**src/rtl/opb_register_bank_ppc2simulink.sv**
```systemverilog
// ---------------------------------------------------------------------------
// opb_register_bank_ppc2simulink
//
// Bank of C_NUM_REGS PPC-writable 32-bit registers behind one OPB slave
// window. It supports byte-enable writes, readback, and a one-cycle update
// strobe per register. Registers selected by C_PULSE_MASK are self-clearing
// triggers: a written value is visible for exactly one cycle.
//
// Optional feature (macro PPC2SIM_WRITE_COUNT_EN):
//   Index C_NUM_REGS becomes a read-only counter of accepted in-range writes.
//
// Ports:
//   OPB_Clk, OPB_Rst      clock, synchronous active-high reset
//   OPB_ABus/BE/DBus/RNW  OPB transfer request (big-endian bit numbering)
//   OPB_select            transfer request strobe
//   OPB_seqAddr           unused hint
//   Sl_DBus, Sl_xferAck   registered read data / one-cycle acknowledge
//   Sl_errAck/retry/toutSup tied low
//   user_data_out         register i at bits [32i+31:32i]
//   user_update           one-cycle strobe per register written
// ---------------------------------------------------------------------------
module opb_register_bank_ppc2simulink #(
  parameter logic [31:0] C_BASEADDR   = 32'h01010500,
  parameter logic [31:0] C_HIGHADDR   = 32'h010105FF,
  parameter int unsigned C_OPB_AWIDTH = 32,
  parameter int unsigned C_OPB_DWIDTH = 32,
  parameter int unsigned C_NUM_REGS   = 4,
  parameter logic [63:0] C_PULSE_MASK = 64'h0,
  parameter logic [31:0] C_RESET_VAL  = 32'h0
) (
  input  logic                          OPB_Clk,
  input  logic                          OPB_Rst,
  input  logic [0:C_OPB_AWIDTH-1]       OPB_ABus,
  input  logic [0:C_OPB_DWIDTH/8-1]     OPB_BE,
  input  logic [0:C_OPB_DWIDTH-1]       OPB_DBus,
  input  logic                          OPB_RNW,
  input  logic                          OPB_select,
  input  logic                          OPB_seqAddr,
  output logic [0:C_OPB_DWIDTH-1]       Sl_DBus,
  output logic                          Sl_errAck,
  output logic                          Sl_retry,
  output logic                          Sl_toutSup,
  output logic                          Sl_xferAck,
  output logic [32*C_NUM_REGS-1:0]      user_data_out,
  output logic [C_NUM_REGS-1:0]         user_update
);

  localparam int unsigned AW = C_OPB_AWIDTH;

  typedef enum logic [1:0] {
    ST_IDLE,
    ST_ACK,
    ST_HOLD
  } state_t;

  state_t                   state_q, state_d;
  logic [AW-1:0]            addr_c, offset_c, idx_c;
  logic                     hit_c;
  logic [31:0]              rdata_c;

  logic [AW-1:0]            idx_q, idx_d;
  logic                     rnw_q, rnw_d;
  logic [0:3]               be_q, be_d;
  logic [31:0]              wdata_q, wdata_d;
  logic                     ack_q, ack_d;
  logic [31:0]              dbus_q, dbus_d;
  logic [C_NUM_REGS-1:0]    upd_q, upd_d;
  logic [31:0]              regs_q [C_NUM_REGS];
  logic [31:0]              regs_d [C_NUM_REGS];

`ifdef PPC2SIM_WRITE_COUNT_EN
  logic [31:0]              wcount_q, wcount_d;
`endif

  logic                     unused_seqaddr;
  assign unused_seqaddr = OPB_seqAddr;

  // Address decode
  assign addr_c   = OPB_ABus;
  assign hit_c    = OPB_select && (addr_c >= AW'(C_BASEADDR)) && (addr_c <= AW'(C_HIGHADDR));
  assign offset_c = addr_c - AW'(C_BASEADDR);
  assign idx_c    = offset_c >> 2;

  // Read mux; out-of-range indices read as zero
  always_comb begin
    rdata_c = '0;
    for (int unsigned i = 0; i < C_NUM_REGS; i++) begin
      if (idx_c == AW'(i)) rdata_c = regs_q[i];
    end
`ifdef PPC2SIM_WRITE_COUNT_EN
    if (idx_c == AW'(C_NUM_REGS)) rdata_c = wcount_q;
`endif
  end

  always_comb begin
    state_d  = state_q;
    idx_d    = idx_q;
    rnw_d    = rnw_q;
    be_d     = be_q;
    wdata_d  = wdata_q;
    ack_d    = 1'b0;
    dbus_d   = '0;
    upd_d    = '0;
`ifdef PPC2SIM_WRITE_COUNT_EN
    wcount_d = wcount_q;
`endif
    // Trigger registers fall back to the idle value unless written this edge
    for (int unsigned i = 0; i < C_NUM_REGS; i++) begin
      regs_d[i] = C_PULSE_MASK[i] ? C_RESET_VAL : regs_q[i];
    end

    case (state_q)
      ST_IDLE: begin
        if (hit_c) begin
          state_d = ST_ACK;
          idx_d   = idx_c;
          rnw_d   = OPB_RNW;
          be_d    = OPB_BE;
          wdata_d = OPB_DBus;
          ack_d   = 1'b1;
          // Read data is registered alongside the ack so it is valid during
          // ACK; register contents cannot change between sample and ACK.
          if (OPB_RNW) dbus_d = rdata_c;
        end
      end
      ST_ACK: begin
        state_d = ST_HOLD;
        if (!rnw_q) begin
          for (int unsigned i = 0; i < C_NUM_REGS; i++) begin
            if (idx_q == AW'(i)) begin
              regs_d[i] = regs_q[i];
              for (int unsigned b = 0; b < 4; b++) begin
                if (be_q[b]) regs_d[i][31-8*b -: 8] = wdata_q[31-8*b -: 8];
              end
              upd_d[i] = 1'b1;
            end
          end
`ifdef PPC2SIM_WRITE_COUNT_EN
          if (idx_q < AW'(C_NUM_REGS)) wcount_d = wcount_q + 32'd1;
`endif
        end
      end
      // Select is ignored here so a master still holding select after the
      // ack does not get acknowledged twice.
      ST_HOLD: state_d = ST_IDLE;
      default: state_d = ST_IDLE;
    endcase
  end

  always_ff @(posedge OPB_Clk) begin
    if (OPB_Rst) begin
      state_q  <= ST_IDLE;
      idx_q    <= '0;
      rnw_q    <= 1'b0;
      be_q     <= '0;
      wdata_q  <= '0;
      ack_q    <= 1'b0;
      dbus_q   <= '0;
      upd_q    <= '0;
      for (int unsigned i = 0; i < C_NUM_REGS; i++) regs_q[i] <= C_RESET_VAL;
`ifdef PPC2SIM_WRITE_COUNT_EN
      wcount_q <= '0;
`endif
    end else begin
      state_q  <= state_d;
      idx_q    <= idx_d;
      rnw_q    <= rnw_d;
      be_q     <= be_d;
      wdata_q  <= wdata_d;
      ack_q    <= ack_d;
      dbus_q   <= dbus_d;
      upd_q    <= upd_d;
      for (int unsigned i = 0; i < C_NUM_REGS; i++) regs_q[i] <= regs_d[i];
`ifdef PPC2SIM_WRITE_COUNT_EN
      wcount_q <= wcount_d;
`endif
    end
  end

  always_comb begin
    user_data_out = '0;
    for (int unsigned i = 0; i < C_NUM_REGS; i++) begin
      user_data_out[32*i +: 32] = regs_q[i];
    end
  end

  assign Sl_DBus     = dbus_q;
  assign Sl_xferAck  = ack_q;
  assign user_update = upd_q;
  assign Sl_errAck   = 1'b0;
  assign Sl_retry    = 1'b0;
  assign Sl_toutSup  = 1'b0;

endmodule

```
**config.mk**
```make
export PLATFORM = sky130hd
export DESIGN_NAME = opb_register_bank_ppc2simulink
export DESIGN_NICKNAME = d
export VERILOG_FILES = /design/src/rtl/opb_register_bank_ppc2simulink.sv
export SDC_FILE = /design/constraint.sdc
export NUM_CORES = 1
export LEC_CHECK = 0
export ABC_AREA = 1
export CAP_MARGIN = 20
export CORE_AREA = 3 3 150 152
export DETAILED_ROUTE_END_ITERATION = 10
export DIE_AREA = 0 0 153 155
export MAX_ROUTING_LAYER = met4
export PLACE_DENSITY = 0.9
export SYNTH_ARGS = -nofsm -noshare
export SYNTH_HDL_FRONTEND = slang
export SYNTH_SLANG_ARGS = --single-unit
```
**constraint.sdc**
```tcl
create_clock -name OPB_Clk -period 4.8 [get_ports OPB_Clk]
set_input_delay 0.72 -clock OPB_Clk [delete_from_list [all_inputs] [get_ports OPB_Clk]]
set_output_delay 0.72 -clock OPB_Clk [all_outputs]
set_load 0.05 [all_outputs]
```
# Yosys cells after proc, flatten, opt, wreduce, memory -nomap -nowiden
# Memory sizes are Yosys's and may differ from the RTL's.
# Index checks and enable logic that the tools add are counted.
totals:
  inputBits: 73
  out_inout_bits: 168
  register_bits: 106
  ram_bits: 128
  word_cells: 77
  mem_count: 1
mem_list:
  columns: ["memory", "words", "word_bits", "read_ports", "rd_clocked_by_memory_dff", "write_ports", "line", "rtl"]
  rows:
  - ["regs_q", 4, 32, 4, 0, 4, "68", "logic [31:0] regs_q [C_NUM_REGS];"]
classes:
  reduce_logical: 9
  muxes: 40
  order_cmp: 2
  n_addsub: 1
  n_bitwise: 8
  n_eq_ne: 8
ops:
  columns: ["operator", "n"]
  rows:
  - ["two-way mux 32 bit", 12]
  - ["two-way mux 128 bit", 2]
  - ["two-way mux 8 bit", 16]
  - ["== test 30 x 2 -> 1 bit, second input constant", 4]
  - ["zero test 32 bit", 2]
  - ["== test 30 x 1 -> 1 bit, second input constant", 2]
  - [">= comparator 32 x 25 -> 1 bit, second input constant", 1]
  - ["less-or-equal comparator 32 x 25 -> 1 bit, second input constant", 1]
  - ["subtractor 32 x 25 -> 32 bit, second input constant", 1]
  - ["two-way mux 1 bit", 8]
  - ["NOT 1 bit", 4]
  - ["bitwise OR 1 bit", 4]
  - ["one-hot mux 2 bit (2 select lines)", 1]
  - ["OR reduction 4 bit", 1]
  - ["OR reduction 3 bit", 1]
  - ["== test 2 x 1 -> 1 bit, second input constant", 1]
  - ["logical AND 1 bit", 2]
  - ["zero test 2 bit", 1]
  - ["two-way mux 2 bit", 1]
  - ["inequality test 2 bit, second input constant", 1]
  - ["AND reduction 2 bit", 1]
  - ["OR reduction 2 bit", 1]

# Logic depth before layout (Yosys ltp)
# Gate-level depths: netlist of the first run.
depth:
  word_depth: 6
  depth_mapped: 21
  mapped_depth_nobuf: 19

# Least setup slack after synthesis of the first run
# OpenSTA, ideal clock, no wires.
synth_path:
  kind: "input port to flip-flop"
  startpoint: "in OPB_ABus[23] (netlist name)"
  endpoint: "reg dbus_q[31], in the netlist Sl_DBus[0]"
  setup_slack_ps: 2336
  setup_ps: 64
  n_path_buf: 2
  required_time_ps: 4736
  stages: 21
  arrival_ps: 2400
  path_cell_list: "inv_1 > ha_1 > inv_1 > nand2_1 > nand2_1 > inv_2 > nand2_1 > nand2_1 > nand2_1 > nand2_1 > nand2_1 > nand3_1 > nor2_1 > nand2_2 > nor2_8 > buf_6 > buf_6 > nand4_1 > nand2_1 > nor2_1 > nor2_1"
synth_via:
  elab_chain_len: 6
  word_cells_on_any_way: 15
  cone_classes: "add/sub: 1; order compare: 2; eq/ne: 3; mux: 4; bitwise: 1; reduce/logical: 4"
synth_rtl:
  columns: ["element", "line", "rtl"]
  rows:
  - ["from (decl)", "33", "input logic [0:C_OPB_AWIDTH-1] OPB_ABus,"]
  - ["subtractor 32 x 25 -> 32 bit", "81", "assign offset_c = addr_c - AW'(C_BASEADDR);"]
  - ["zero test 32 bit", "88", "if (idx_c == AW'(i)) rdata_c = regs_q[i];"]
  - ["two-way mux 32 bit (4 in a row)", "88", null]
  - ["to (signal assigned)", "171", "dbus_q <= dbus_d;"]
  - ["to (decl)", "66", "logic [31:0] dbus_q, dbus_d;"]
# Parallel ways exist; a longest one is shown, timed or not.
# A chain may end at the register's enable or synchronous reset.

# Worst setup path after layout of the first run
layout_path:
  startpoint: "in OPB_ABus[23] (netlist name)"
  endpoint: "reg dbus_q[2], in the netlist Sl_DBus[29]"
layout_via:
  elab_chain_len: 6
  word_cells_on_any_way: 15
  cone_classes: "add/sub: 1; order compare: 2; eq/ne: 3; mux: 4; bitwise: 1; reduce/logical: 4"
layout_rtl:
  columns: ["element", "line", "rtl"]
  rows:
  - ["subtractor 32 x 25 -> 32 bit (*)", "81", null]
  - ["via offset_c[8]", "57", "logic [AW-1:0] addr_c, offset_c, idx_c;"]
  - ["zero test 32 bit", "88", null]
  - ["two-way mux 32 bit (3 in a row)", "88", null]
  - ["two-way mux 32 bit (*)", "88", null]
# Mark *: on every way through the listed nets, which the timed path passes. The rest lies on a longest branch.

==> run summary, run 1 <==
post-DR vias/cell - 5.49
Relative slew margins - 30.8%
PortBufs - 236
Critical Path End - Sl_DBus[29]
max frequency - 287 MHz
HP Start - idx_q[13]
Starting Density - 50.0%
Leakage - 5.55 nW
n_diodes - 0
largest net degree at the start of global routing - 97
CTS-repair resized insts - 0
total wire length - 33700 um
Worst-Margin Slew - 1030 ps
CTS Hold Buffers Added - 0
most frequent cells in the layout - nand2_1 (278), clkdlybuf4s50_1 (236), dfxtp_1 (234)
cell count after synthesis - 1497
Residual DRC - 0
worst hold path class - register to register
mapped cell area - 0.0106 mm2
Die W - 153 um
r2r startpoint - idx_q[8]
register bit total from synthesis - 234
Synth area leader - dfxtp_1
first-pass GRT wire length - 53100 um
IO Pins - 241
Hold Vio Cnt, Final - 0
Die Ht - 155 um
Clock Skews - 19.7 ps
Final TNS setup - 0 ps
Clock Latency Late Sink - 510 ps
required time worst endpoint - 5190 ps
Worst setup EP type - register
commonest non-fill, non-tap cell in the layout - nand2_1
top post-synthesis cells by area - dfxtp_1 (44%), nand2_1 (9.9%), inv_1 (7.9%)
initial DRC count - 987
share of cells above drive strength 1 - 5.03%
worst vdd ir - 0.248 mV
clk slew on worst S/H paths - 60 ps
setup violators final - 0
RSZ-0062 raised after global routing - no
crit path max fanout - 64
Crit Path Class - input pin to register
Post-CTS Setup Bufs - 0
Final Cell Area - 0.0137 mm2
CTS tree - done
Reg2Reg Depth - 7
fin nets - 1767
area growth from synthesis to layout - 30.0%
reg-to-reg slack, setup - 2030 ps
drt pass-1 iters - 5
Final Max Slew Viols - 0
initial antenna violation count - 0
top-area cell type share of the netlist area - 44.3%
gr ovfl total - 0
post-synthesis sequential area ratio - 44.3%
clock sink count - 234
Mean Syn Cell Area - 7.07 um2
r2r endpoint - regs_q[1][16]
warnings from Yosys - 0
Routed Antenna Nets - 0
status - completed
Wirelength per Cell - 17.0 um
worst endpoint data arrival time - 3880 ps
vias in the first global route - 10226
Power Density - 285 mW/mm2
dpl cells - 1942
via count - 10894
Critical Path Start - OPB_ABus[23]
CTS buffer count - 23
max-cap viol count - 0
post-DP HPWL - 23300 um
crit path launch type - input pin
final std cells w/o fill - 1984
CORE AREA - 0.0212 mm2
Yosys cell types - 34
H-tree levels - 1
final worst-path cycle share - 72.7%
Rows - 53
CTS root buf - clkbuf_16
Routability Congestion - 0.907
Bufs on Longest Clock Path - 3
placed cell areas - 0.0130 mm2
fin crit period - 3490 ps
full die area - 0.0237 mm2
GRT Overall Usage - 27.8%
-- per-stage QoR --
step           setup WS, ps  total power, mW  hold WS, ps  utilization (%)
5_1_grt                1010             4.04          471             65.0
2_1_floorplan          2340             2.10          425                -
6_report               1310             3.92          447             65.0
4_1_cts                1360             3.93          447             65.0
3_3_place_gp            968             2.18          433             61.5
3_5_place_dp            847             2.18          438             61.5
-- cells by family (layout without fill, tap and decap cells) --
| family | Yosys count | after routing | share of synthesized area (%) |
|---|---|---|---|
| other cells | 1 | 3 | 0.0354 |
| buf+inv | 317 | 527 | 12.4 |
| compound gates | 331 | 331 | 15.7 |
| fa+ha+maj | 2 | 2 | 0.236 |
| xor+xnor | 6 | 6 | 0.497 |
| flops | 234 | 234 | 44.3 |
| simple gates | 606 | 606 | 26.9 |
-- report_power, final --
part | leakage, nW | internal [mW] | switching (mW)
Sequential | 1.88 | 1.94 | 0.000000000638
Combinational | 3.30 | 0.0842 | 0.119
Clock | 0.369 | 1.03 | 0.744
Total | 5.55 | 3.06 | 0.864
-- final cells by class --
type | count | area (um2)
multi-input cells | 948 | 4600
flip-flops and latches | 234 | 4680
inverters | 236 | 888
repair buffers | 249 | 2480
well taps | 275 | 344
fillers | 1751 | 7400
clock inverters | 6 | 58.8
clock buffers | 36 | 684
-- cells in the mapped netlist (all sizes together) --
| cell type | n |
|---|---|
| nor4 | 10 |
| nand4 | 111 |
| a21oi | 155 |
| nand3 | 80 |
| xor2 | 5 |
| ha | 2 |
| conb | 1 |
| buf | 53 |
| o21ai | 173 |
| nand2 | 282 |
| and3 | 2 |
| inv | 233 |
| nor4b | 1 |
| dfxtp | 234 |
| xnor2 | 1 |
| nor3 | 10 |
| clkinv | 3 |
| clkbuf | 28 |
| o22ai | 3 |
| nor2 | 110 |
-- how the worst min path moves through the flow --
stage          slack (ps)  cells after the start        end
3_5_place_dp          440                      2  idx_q[13]
3_3_place_gp          430                      2  idx_q[28]
4_1_cts               450                      2  idx_q[13]
2_1_floorplan         430                      2  idx_q[11]
5_1_grt               470                      2  idx_q[21]
6_report              450                      2  idx_q[13]
-- registers in the layout, indices dropped and copies added (netlist names) --
register / flops
user_update: 4
state_q: 2
wdata_q: 32
be_q: 4
rnw_q: 1
Sl_DBus: 32
Sl_xferAck: 1
regs_q: 128
idx_q: 30
-- critical path, stage by stage --
cell	delay (ps)
clkdlybuf4s50_1	550
inv_1	70
ha_1	220
inv_1	60
nand2_1	60
nand2_1	100
inv_2	70
nand2_1	80
nand2_1	90
nand2_1	80
nand2_1	90
nand2_1	90
nand3_1	60
nor2_1	120
nand2_2	110
nor2_8	130
nand3_4	580
o21ai_1	380
nor2_1	110
-- layer usage --
| metal | track usage [%] | part of all wire (%) |
|---|---|---|
| met1 | 35.4 | 41 |
| met2 | 45.2 | 47 |
| met3 | 4.20 | 9.0 |
| met5 | - | 0 |
| met4 | 10.1 | 3.5 |
(Power assumes the default switching activity.)
==> inputs of run 2 (changes only) <==
- CORE_AREA: 3 3 150 152 -> 3 3 156 158
- DIE_AREA: 0 0 153 155 -> 0 0 159 161
- PLACE_DENSITY: 0.9 -> 0.87
- clock period: 4.8 -> 3.2 ns (I/O delays scaled with it)
==> run summary, run 2 (synthesized netlist as in run 1, its figures left out) <==
CORE AREA - 0.0233 mm2 (+10%)
H-tree levels - 1 (unchanged)
CTS Hold Buffers Added - 0 (unchanged)
commonest non-fill, non-tap cell in the layout - nand2_1
clk slew on worst S/H paths - 60 ps (about the same)
Sw Pwr - 1.33 mW (+54%)
Residual DRC - 0 (unchanged)
crit path launch type - input pin
Clk pwr share - 46.0% (+0.7 points)
required time worst endpoint - 3640 ps (-1550 ps)
Leakage - 5.64 nW (+1.6%)
Post-CTS Setup Bufs - 0 (unchanged)
initial antenna violation count - 0 (unchanged)
Comb power frac - 5.2% (about the same)
CTS tree - done
most frequent cells in the layout - nand2_1 (278), clkdlybuf4s50_1 (236), dfxtp_1 (234)
Relative slew margins - 52.9% (+22 points)
initial DRC count - 975 (-1.2%)
area growth from synthesis to layout - 32.6%
metal1 wirelength - 13200 um (-3.6%)
fin crit period - 2730 ps
max-cap viol count - 0 (unchanged)
full die area - 0.0256 mm2 (+7.9%)
PortBufs - 236 (unchanged)
total wire length - 32800 um (-2.8%)
Hold Vio Cnt, Final - 0 (unchanged)
Final TNS setup - 0 ps (unchanged)
Place WS - 52.2 ps (-794 ps)
crit path max fanout - 36 (-44%)
n_diodes - 0 (unchanged)
Routability Congestion - 0.936 (+3.3%)
fin nets - 1781 (+0.79%)
share of cells above drive strength 1 - 5.93% (+0.89 points)
max frequency - 367 MHz
Final Max Slew Viols - 0 (unchanged)
placed cell areas - 0.0133 mm2 (+1.9%)
RSZ-0062 raised after global routing - no
top sig layer - met4
drt pass-1 iters - 5 (unchanged)
Sw Ratio - 22.2% (+0.22 points)
Die W - 159 um (+3.9%)
gr ovfl total - 0 (unchanged)
Rows - 56 (+5.7%)
CTS-repair resized insts - 0 (unchanged)
Worst-Margin Slew - 704 ps (-324 ps)
via count - 10869 (-0.23%)
setup violators final - 0 (unchanged)
post-DR vias/cell - 5.33 (-3.0%)
GRT Overall Usage - 25.3% (-2.4 points)
Die Ht - 161 um (+3.9%)
status - completed
IO Pins - 241 (unchanged)
clock sink count - 234 (unchanged)
Routed Antenna Nets - 0 (unchanged)
Seq pwr share - 48.8% (-0.7 points)
post-DP HPWL - 23400 um (+0.70%)
worst vdd ir - 0.268 mV (+8.4%)
CTS buffer count - 25 (+8.7%)
final worst-path cycle share - 85.2%
Clock Latency Late Sink - 500 ps (about the same)
Wirelength per Cell - 16.1 um (-5.4%)
met2 wire length - 15500 um (-1.9%)
Worst setup EP type - register
Crit Path Class - input pin to register
post-layout util - 60.3% (-4.7 points)
worst setup margin - 473 ps (-838 ps)
worst endpoint data arrival time - 3170 ps (-710 ps)
Power Density - 426 mW/mm2 (+49%)
worst hold path class - register to register
met3 WL - 2850 um (-5.8%)
largest net degree at the start of global routing - 89 (-8.2%)
Power Internal - 4.64 mW (+52%)
Biggest register - regs_q
first-pass GRT wire length - 52600 um (-0.90%)
Bufs on Longest Clock Path - 3 (unchanged)
WHS - 446 ps (-1.41 ps)
Clock Skews - 6.35 ps (-13.3 ps)
CTS root buf - clkbuf_16
Starting Density - 45.5% (-4.5 points)
max FFs per register - 128 (unchanged)
Final Cell Area - 0.0140 mm2 (+2.0%)
vias in the first global route - 10184 (-0.41%)
-- run 2: layout make-up --
cell class	count	area [um2]
clock buffers	32	692
flip-flops and latches	234	4680
inverters	236	888
repair buffers	261	2680
fillers	2029	9230
well taps	319	399
multi-input cells	948	4600
clock inverters	10	87.6
-- run 2: final timing paths --
check	startpoint	end	slack (ps)	cells past startpoint
hold / removal	idx_q[29]	idx_q[29]	450	2
setup / recovery	OPB_ABus[23]	Sl_DBus[24]	470	21
setup reg to reg	idx_q[16]	regs_q[0][8]	530	8
hold reg to reg	idx_q[29]	idx_q[29]	450	2
-- run 2: layer usage --
| layer | vias to the layer above | GRT usage [%] |
|---|---|---|
| met2 | 560 | 41.6 |
| li1 | 5324 | - |
| met3 | 109 | 3.28 |
| met1 | 4876 | 32.2 |
| met4 | 0 | 9.39 |
| met5 | - | - |
-- run 2: power by group through the flow --
stage | clock network [mW] | registers, mW | logic [mW]
floorplan | 0 | 2.98 | 0.170
global placement | 0 | 2.98 | 0.304
detailed placement | 0 | 2.98 | 0.308
CTS | 2.79 | 2.91 | 0.310
global route | 2.90 | 2.91 | 0.346
finish | 2.74 | 2.91 | 0.313
-- run 2: through the flow --
| stage | std cells | power (mW) |
|---|---|---|
| global route | 2040 | 6.16 |
| CTS | 2040 | 6.01 |
| global placement | 1998 | 3.28 |
| floorplan | 1499 | 3.15 |
| finish | 2040 | 5.97 |
| detailed placement | 1998 | 3.29 |
-- run 2: critical path, cell delays in order --
cell	delay [ps]
clkdlybuf4s50_1	500
inv_1	60
ha_1	210
inv_1	60
nand2_1	60
nand2_1	90
inv_2	70
nand2_1	80
nand2_1	100
nand2_1	80
nand2_1	70
nand2_1	80
nand3_1	60
nor2_1	120
nand2_2	100
nor2_8	140
buf_4	360
nand4_1	160
nand2_1	130
nor2_1	60
nor2_1	80
==> inputs of run 3 (changes only) <==
- CORE_AREA: 3 3 156 158 -> 3 3 192 194
- DIE_AREA: 0 0 159 161 -> 0 0 195 197
- PLACE_DENSITY: 0.87 -> 0.65
- SKIP_CTS_REPAIR_TIMING: default -> 1
==> run summary, run 3 (synthesized netlist as in run 1, its figures left out) <==
status - completed
CTS tree - done
placed cell areas - 0.0135 mm2 (+1.8%)
total wire length - 35400 um (+8.0%)
IO Pins - 241 (unchanged)
Relative slew margins - 55.6% (+2.7 points)
Residual DRC - 0 (unchanged)
drt pass-1 iters - 5 (unchanged)
share of cells above drive strength 1 - 6.13% (+0.20 points)
Starting Density - 29.9% (-16 points)
Crit Path Class - register to register
via count - 10595 (-2.5%)
gr ovfl total - 0 (unchanged)
WHS - 449 ps (+3.20 ps)
CORE AREA - 0.0354 mm2 (+52%)
initial DRC count - 658 (-33%)
CTS root buf - clkbuf_16
number of fill cells - 3589 (+77%)
worst endpoint data arrival time - 2990 ps (-180 ps)
area growth from synthesis to layout - 35.4%
Die Ht - 197 um (+22%)
Die W - 195 um (+23%)
dpl cells - 2144 (+7.3%)
Rows - 69 (+23%)
Worst setup EP type - register
required time worst endpoint - 3580 ps (-60 ps)
PortBufs - 236 (unchanged)
Clock Latency Late Sink - 530 ps (+30 ps)
reg-to-reg slack, setup - 590 ps (+60 ps)
final std cells w/o fill - 2191 (+7.4%)
max frequency - 384 MHz (+4.6%)
multi-input combinational cell area - 0.00461 mm2 (about the same)
Power Density - 428 mW/mm2 (+0.69%)
Worst-Margin Slew - 666 ps (-37.9 ps)
post-DR vias/cell - 4.84 (-9.2%)
largest net degree at the start of global routing - 83 (-6.7%)
Routed Antenna Nets - 0 (unchanged)
worst hold path class - register to register
post-layout util - 40.5% (-20 points)
Clock Skews - 17.9 ps (+11.5 ps)
worst setup margin - 593 ps (+120 ps)
worst vdd ir - 0.315 mV (+17%)
Final Max Slew Viols - 0 (unchanged)
Leakage - 5.71 nW (+1.2%)
fin nets - 1786 (+0.28%)
most frequent cells in the layout - nand2_1 (277), clkdlybuf4s50_1 (236), dfxtp_1 (234)
setup violators final - 0 (unchanged)
clock sink count - 234 (unchanged)
H-tree levels - 1 (unchanged)
Wirelength per Cell - 16.1 um (+0.51%)
initial antenna violation count - 1 (+1)
first-pass GRT wire length - 54900 um (+4.5%)
vias in the first global route - 10070 (-1.1%)
Final Cell Area - 0.0143 mm2 (+2.1%)
post-DP HPWL - 25700 um (+9.6%)
final worst-path cycle share - 81.5% (-3.7 points)
clk slew on worst S/H paths - 60 ps (about the same)
CTS buffer count - 26 (+4.0%)
RSZ-0062 raised after global routing - no
fin crit period - 2610 ps (-120 ps)
Final TNS setup - 0 ps (unchanged)
Routability Congestion - 0.877 (-6.4%)
final total power - 6.14 mW (+2.8%)
GRT Overall Usage - 18.1% (-7.2 points)
commonest non-fill, non-tap cell in the layout - nand2_1
crit path max fanout - 16 (-56%)
full die area - 0.0384 mm2 (+50%)
max-cap viol count - 0 (unchanged)
Hold Vio Cnt, Final - 0 (unchanged)
Biggest register - regs_q
max FFs per register - 128 (unchanged)
crit path launch type - register
Place WS - 102 ps (+49.3 ps)
Bufs on Longest Clock Path - 3 (unchanged)
Reg area - 0.00468 mm2 (unchanged)
==> run 3: changes by cell type in the layout (fill, tap and decap cells not counted) <==
cell / delta
nand2_1: -1
buf_4: +2
clkbuf_8: +1
clkinvlp_4: -4
nand2_2: +1
buf_12: +2
diode_2: +1
clkbuf_1: +5
clkinv_2: -1
clkinv_4: +1
clkbuf_16: +2
==> run 3: layout make-up <==
cell class | instances | share of cell area (%)
diodes | 1 | 0.0175
clock inverters | 6 | 0.428
inverters | 236 | 6.20
clock buffers | 40 | 5.41
repair buffers | 265 | 19.1
well taps | 461 | 4.03
flip-flops and latches | 234 | 32.7
multi-input cells | 948 | 32.2
==> run 3: path summary, 6_finish.rpt <==
kind | startpoint | depth (start not counted) | end
hold reg to reg | idx_q[15] | 2 | idx_q[15]
hold / removal | idx_q[15] | 2 | idx_q[15]
setup reg to reg | idx_q[16] | 8 | regs_q[0][14]
setup / recovery | idx_q[16] | 8 | regs_q[0][14]
==> run 3: where the power goes <==
| part | total, mW | switching [mW] | leakage (nW) | internal [mW] |
|---|---|---|---|---|
| registers | 2.91 | 0.000000000959 | 1.88 | 2.91 |
| clock network | 2.90 | 1.17 | 0.408 | 1.74 |
| logic | 0.322 | 0.187 | 3.41 | 0.135 |
| total | 6.14 | 1.35 | 5.71 | 4.79 |
==> run 3: worst max-delay path, stage by stage (launching register included) <==
cell and delay, ps:
dfxtp_1 310, nor4_1 310, nand3_1 140, nor2_2 230, nand2_1 140, nor3_2 340, nand3_1 570, o21ai_0 360
a21oi_1 70
==> run 3: metal layers <==
metal  routed length, um  up-vias  global-route usage, %
met5                   0        -                      -
met4                 994        0                   5.68
met3                2490       66                   3.09
met2               16300      380                   29.1
met1               15600     4814                   23.4
li1                    -     5335                      -
